File: src/rtl/scanner_pkg.sv
// Shared types and constants for the 4-channel mux scanner.
package scanner_pkg;

    localparam int NUM_CH = 4;
    localparam int CH_W   = 2;

    typedef logic [1:0] state_t;

    localparam state_t ST_IDLE   = 2'd0;
    localparam state_t ST_SETTLE = 2'd1;
    localparam state_t ST_SAMPLE = 2'd2;

endpackage

File: src/rtl/rr_next_ch.sv
// Round-robin search: first enabled channel strictly after cur_ch, wrapping.
// If cur_ch is the only enabled channel, it is returned again.
module rr_next_ch
    import scanner_pkg::*;
(
    input  logic [CH_W-1:0]   cur_ch,
    input  logic [NUM_CH-1:0] en_mask,
    output logic [CH_W-1:0]   nxt_ch,
    output logic              any_en
);

    logic [CH_W-1:0] idx;
    logic            found;

    always_comb begin
        nxt_ch = cur_ch;
        found  = 1'b0;
        idx    = '0;
        for (int i = 1; i <= NUM_CH; i++) begin
            idx = cur_ch + CH_W'(i);
            if (!found && en_mask[idx]) begin
                nxt_ch = idx;
                found  = 1'b1;
            end
        end
    end

    assign any_en = |en_mask;

endmodule

File: src/rtl/channel_scanner.sv
// Steps a 4:1 mux through the enabled channels, settles for dwell+1 cycles,
// then captures mux_out into a per-channel bit vector with a one-cycle strobe.
module channel_scanner
    import scanner_pkg::*;
#(
    parameter int DWELL_W = 4
) (
    input  logic               clk,
    input  logic               rst_n,
    input  logic               start,
    input  logic               stop,
    input  logic [NUM_CH-1:0]  en_mask,
    input  logic [DWELL_W-1:0] dwell,
    input  logic               mux_out,
    output logic               S0,
    output logic               S1,
    output logic               busy,
    output logic               sample_valid,
    output logic [CH_W-1:0]    sample_ch,
    output logic [NUM_CH-1:0]  sample_bits
);

    state_t              state_q, state_d;
    logic [CH_W-1:0]     sel_q, sel_d;
    logic [DWELL_W-1:0]  cnt_q, cnt_d;
    logic                valid_q, valid_d;
    logic [CH_W-1:0]     ch_q, ch_d;
    logic [NUM_CH-1:0]   bits_q, bits_d;

    logic [CH_W-1:0]     search_cur;
    logic [CH_W-1:0]     nxt_ch;
    logic                any_en;

    // Searching from the last channel yields the lowest enabled one at scan start.
    assign search_cur = (state_q == ST_IDLE) ? CH_W'(NUM_CH - 1) : sel_q;

    rr_next_ch u_rr_next_ch (
        .cur_ch  (search_cur),
        .en_mask (en_mask),
        .nxt_ch  (nxt_ch),
        .any_en  (any_en)
    );

    always_comb begin
        state_d = state_q;
        sel_d   = sel_q;
        cnt_d   = cnt_q;
        valid_d = 1'b0;
        ch_d    = ch_q;
        bits_d  = bits_q;
        case (state_q)
            ST_IDLE: begin
                if (start && !stop && any_en) begin
                    state_d = ST_SETTLE;
                    sel_d   = nxt_ch;
                    cnt_d   = dwell;
                end
            end
            ST_SETTLE: begin
                if (stop) begin
                    state_d = ST_IDLE;
                end else if (cnt_q == '0) begin
                    state_d = ST_SAMPLE;
                end else begin
                    cnt_d = cnt_q - DWELL_W'(1);
                end
            end
            ST_SAMPLE: begin
                if (stop) begin
                    state_d = ST_IDLE;
                end else begin
                    bits_d[sel_q] = mux_out;
                    ch_d          = sel_q;
                    valid_d       = 1'b1;
                    if (any_en) begin
                        state_d = ST_SETTLE;
                        sel_d   = nxt_ch;
                        cnt_d   = dwell;
                    end else begin
                        state_d = ST_IDLE;
                    end
                end
            end
            default: state_d = ST_IDLE;
        endcase
    end

    always_ff @(posedge clk or negedge rst_n) begin
        if (!rst_n) begin
            state_q <= ST_IDLE;
            sel_q   <= '0;
            cnt_q   <= '0;
            valid_q <= 1'b0;
            ch_q    <= '0;
            bits_q  <= '0;
        end else begin
            state_q <= state_d;
            sel_q   <= sel_d;
            cnt_q   <= cnt_d;
            valid_q <= valid_d;
            ch_q    <= ch_d;
            bits_q  <= bits_d;
        end
    end

    assign S0           = sel_q[1];
    assign S1           = sel_q[0];
    assign busy         = (state_q != ST_IDLE);
    assign sample_valid = valid_q;
    assign sample_ch    = ch_q;
    assign sample_bits  = bits_q;

endmodule

File: config.mk
export PLATFORM = sky130hd
export DESIGN_NAME = channel_scanner
export DESIGN_NICKNAME = d
export VERILOG_FILES = /design/src/rtl/scanner_pkg.sv /design/src/rtl/rr_next_ch.sv /design/src/rtl/channel_scanner.sv
export SDC_FILE = /design/constraint.sdc
export NUM_CORES = 1
export LEC_CHECK = 0
export ABC_AREA = 1
export BUFFER_PORTS_ARGS = -buffer_cell sky130_fd_sc_hd__buf_2
export CORE_UTILIZATION = 40
export CTS_CLUSTER_SIZE = 20
export DETAILED_ROUTE_END_ITERATION = 8
export GPL_TIMING_DRIVEN = 0
export MAX_ROUTING_LAYER = met4
export PLACE_DENSITY = 0.74
export REMOVE_ABC_BUFFERS = 1
export SETUP_SLACK_MARGIN = 0.3
export SLEW_MARGIN = 20
export SYNTH_ARGS = -nofsm -noshare
export SYNTH_HDL_FRONTEND = slang
export SYNTH_SLANG_ARGS = --single-unit
File: constraint.sdc
create_clock -name clk -period 3.7 [get_ports clk]
set_clock_uncertainty 0.15 [all_clocks]
set_input_delay 0.37 -clock clk [delete_from_list [all_inputs] [get_ports clk]]
set_output_delay 0.37 -clock clk [all_outputs]
set_load 0.01 [all_outputs]
==> results.yml <==
floorplan:
  fp.dieArea_um2: 2550
  die_height_um: 50.5
  fp-row-count: 17
  top_level_i_o_count: 23
  die_w_um: 50.5
  core_area_um2: 2210
  start_util_pct: 42.6
pwr:
  p_leak_nw: 0.624
  clock_power_share_pct: 12.9
  powerDensity_nw_per_um2: 678
  p_seq_share_pct: 33.1
  switchingPower_w: 0.000366
  cellInternalPower_w: 0.000396
  worst_ir_drop_vdd_uv: 414
  sw_frac_of_total_pct: 48.0
  comb_power_share_pct: 54.0
setup_path:
  r2r-start: "sel_q[0]"
  timing.critical_path.required_ns: 3.75
  critPathMaxFanout: 10
  critical_path.startpoint_type: "flop"
  criticalPathCategory: "reg2reg"
  endpoint_kind: "flop"
  worst_r2r_path_cells: 11
  r2r_path_end: "sel_q[0]"
  cp_data_arrival_time_ns: 1.73
  setup.reg_to_reg.worst_slack_ns: 2.01
routing:
  drt_first_pass_iters: 4
  routed_via_density: 5.19
  number_of_nets_with_antenna_violations_after_routing: 0
  drt_iter0_drc: 27
  route.final.wire_length_mm: 2.13
  detail_route.drc_violations: 0
  routedWlPerCell_um: 11.5
  vias: 965
global_route:
  total_gr_overflow: 0
  antenna_found_initial: 0
  pin_count_of_the_biggest_net_entering_global_routing: 16
  number_of_global_route_vias_before_repair: 963
  grt_pass1_wl_mm: 4.08
  grtUsageTotal_pct: 21.5
logic_synthesis:
  ys_top_cells_by_area: "sky130_fd_sc_hd__dfrtp_1 40%, sky130_fd_sc_hd__nand2_1 14%, sky130_fd_sc_hd__nand3_1 12%"
  ys_seq_elements: 15
  post-synth-top-area-cell: "sky130_fd_sc_hd__dfrtp_1"
  synthDistinctLibCells: 17
  yosysWarningCount: 0
  synth_top_area_share_pct: 39.8
  postSynthAreaPerCell_um2: 7.19
  gate_count_post_synth: 131
  yosysSeqAreaShare_pct: 39.8
  syn-cell-area_um2: 942
timing:
  layout_worst_path_cycle_share_pct: 45.6
  setup_violations: 0
  rsz0062_at_grt: "false"
  endpoints_failing_hold: 0
  timing.slew.headroom_pct: 77.8
  timing_max_transition_violations_final: 0
  fmax_mhz: 593
  fin_setup_tns_ns: 0
  hold_ws_ns: 0.0871
  worst_slew_pin_slew_ns: 0.334
  finalCriticalPeriod_ns: 1.69
clock_tree:
  clock_tree.buffer_depth: 2
  clk_transition_reported_paths_ns: 0.09
  cts_tree: "done"
  cts_buffers: 3
  h-tree-depth: 1
  clock_insertion_delay_worst_skew_ns: 0.29
  cts_sinks: 15
  cts.root.buffer_cell: "sky130_fd_sc_hd__clkbuf_4"
job:
  drv.max_cap_violation_count: 0
hold_path:
  hold-path-cell-count: 2
  holdPathEnd: "state_q[1]"
  hold_path.startpoint: "stop"
  hold_class: "in2reg"
finish:
  layout_commonest_cell: "sky130_fd_sc_hd__nand2_1"
  layout_common_cells: "36 x sky130_fd_sc_hd__nand2_1, 23 x sky130_fd_sc_hd__nand3_1, 22 x sky130_fd_sc_hd__buf_2"
  synthToLayoutAreaGrowth_pct: 19.3
  layout_cells_sized_above_1_pct: 24.1
  fillerInstances: 239
  utilization_pct: 50.8
  n_antenna_cell: 0
  design.final.nets: 173
status:
  status: "finished, final reports clean"
place:
  dpl.hpwl_mm: 1.69
  numPortBuffers: 22
  gp_routability_congestion: 0.914
metal layers:
layer | vias to the layer above | track usage, % | routed length, um
met5 | - | - | 0
met4 | 0 | 6.02 | 32
met3 | 4 | 5.45 | 106
met2 | 29 | 37.8 | 1070
met1 | 448 | 23.9 | 926
li1 | 484 | - | -
worst max-delay path, cell delays in order, from the launching register on:
cell	delay [ns]
sky130_fd_sc_hd__dfrtp_1	0.46
sky130_fd_sc_hd__inv_2	0.15
sky130_fd_sc_hd__nand2_2	0.10
sky130_fd_sc_hd__nand2_2	0.06
sky130_fd_sc_hd__nor2_4	0.13
sky130_fd_sc_hd__nand3_1	0.12
sky130_fd_sc_hd__nand3_1	0.11
sky130_fd_sc_hd__nand2_1	0.07
sky130_fd_sc_hd__nand2_1	0.07
sky130_fd_sc_hd__nand2_1	0.05
sky130_fd_sc_hd__nand2_1	0.05
sky130_fd_sc_hd__nand2_1	0.04
registers in the layout (all words and copies together), names as in the netlist:
name and count:
sample_bits 4, sample_ch 2, cnt_q 4, sample_valid 1, state_q 2, sel_q 2
repair_timing:
item	in CTS	in global routing
resized for setup	0	0
hold buffers	1	0
buffers inserted	0	0
hold endpoints to repair	15	0
metrics by stage:
| step | instance area [um^2] | power (W) | std cells | worst slack (ns) |
|---|---|---|---|---|
| floorplan | 942 | 0.000550 | 131 | 2.20 |
| global placement | 1090 | 0.000634 | 181 | 2.09 |
| detailed placement | 1090 | 0.000662 | 181 | 2.04 |
| CTS | 1120 | 0.000762 | 186 | 2.02 |
| global route | 1120 | 0.000839 | 186 | 1.86 |
| finish | 1120 | 0.000761 | 186 | 2.01 |
cells by family (layout without fill, tap and decap cells):
logic type	Yosys count	count (layout)	share of synthesized area [%]
AO/OA/AOI/OAI	15	15	8.37
XOR/XNOR	2	2	1.86
adder cells (fa/ha/maj)	1	1	1.33
buffers and inverters	19	46	7.57
flip-flops	15	15	39.8
AND/OR/NAND/NOR	79	79	41.0
how the worst max path moves through the flow:
stage	from	to	slack (ns)	depth (start not counted)
3_5_place_dp	state_q[0]	sel_q[0]	2.04	10
3_3_place_gp	sel_q[0]	sel_q[0]	2.09	10
5_1_grt	state_q[0]	sel_q[0]	1.86	10
2_1_floorplan	sel_q[0]	sel_q[0]	2.20	10
4_1_cts	state_q[0]	sel_q[0]	2.02	10
6_report	sel_q[0]	sel_q[0]	2.01	11
power groups by stage:
stage | combinational (W) | sequential (W) | clock (W)
finish | 0.000411 | 0.000252 | 0.0000982
global placement | 0.000381 | 0.000253 | 0
CTS | 0.000410 | 0.000252 | 0.0000995
floorplan | 0.000291 | 0.000259 | 0
global route | 0.000477 | 0.000258 | 0.000104
detailed placement | 0.000407 | 0.000255 | 0
layout make-up:
class / instances / area [um^2] / area share, %
Multi-Input combinational cell: 97 / 495 / 44.1
Timing Repair Buffer: 23 / 120 / 10.7
Clock buffer: 4 / 26.3 / 2.34
Tap cell: 28 / 35.0 / 3.12
Inverter: 19 / 71.3 / 6.35
Sequential cell: 15 / 375 / 33.4
synth_stat cells (all sizes together):
library cell  instances
dfrtp                15
ha                    1
inv                  19
nand2                44
nand3                25
nand4                 4
nor2                  5
nor3                  1
o21ai                15
xnor2                 1
xor2                  1
Note: power is estimated with default switching activity, not from simulation.
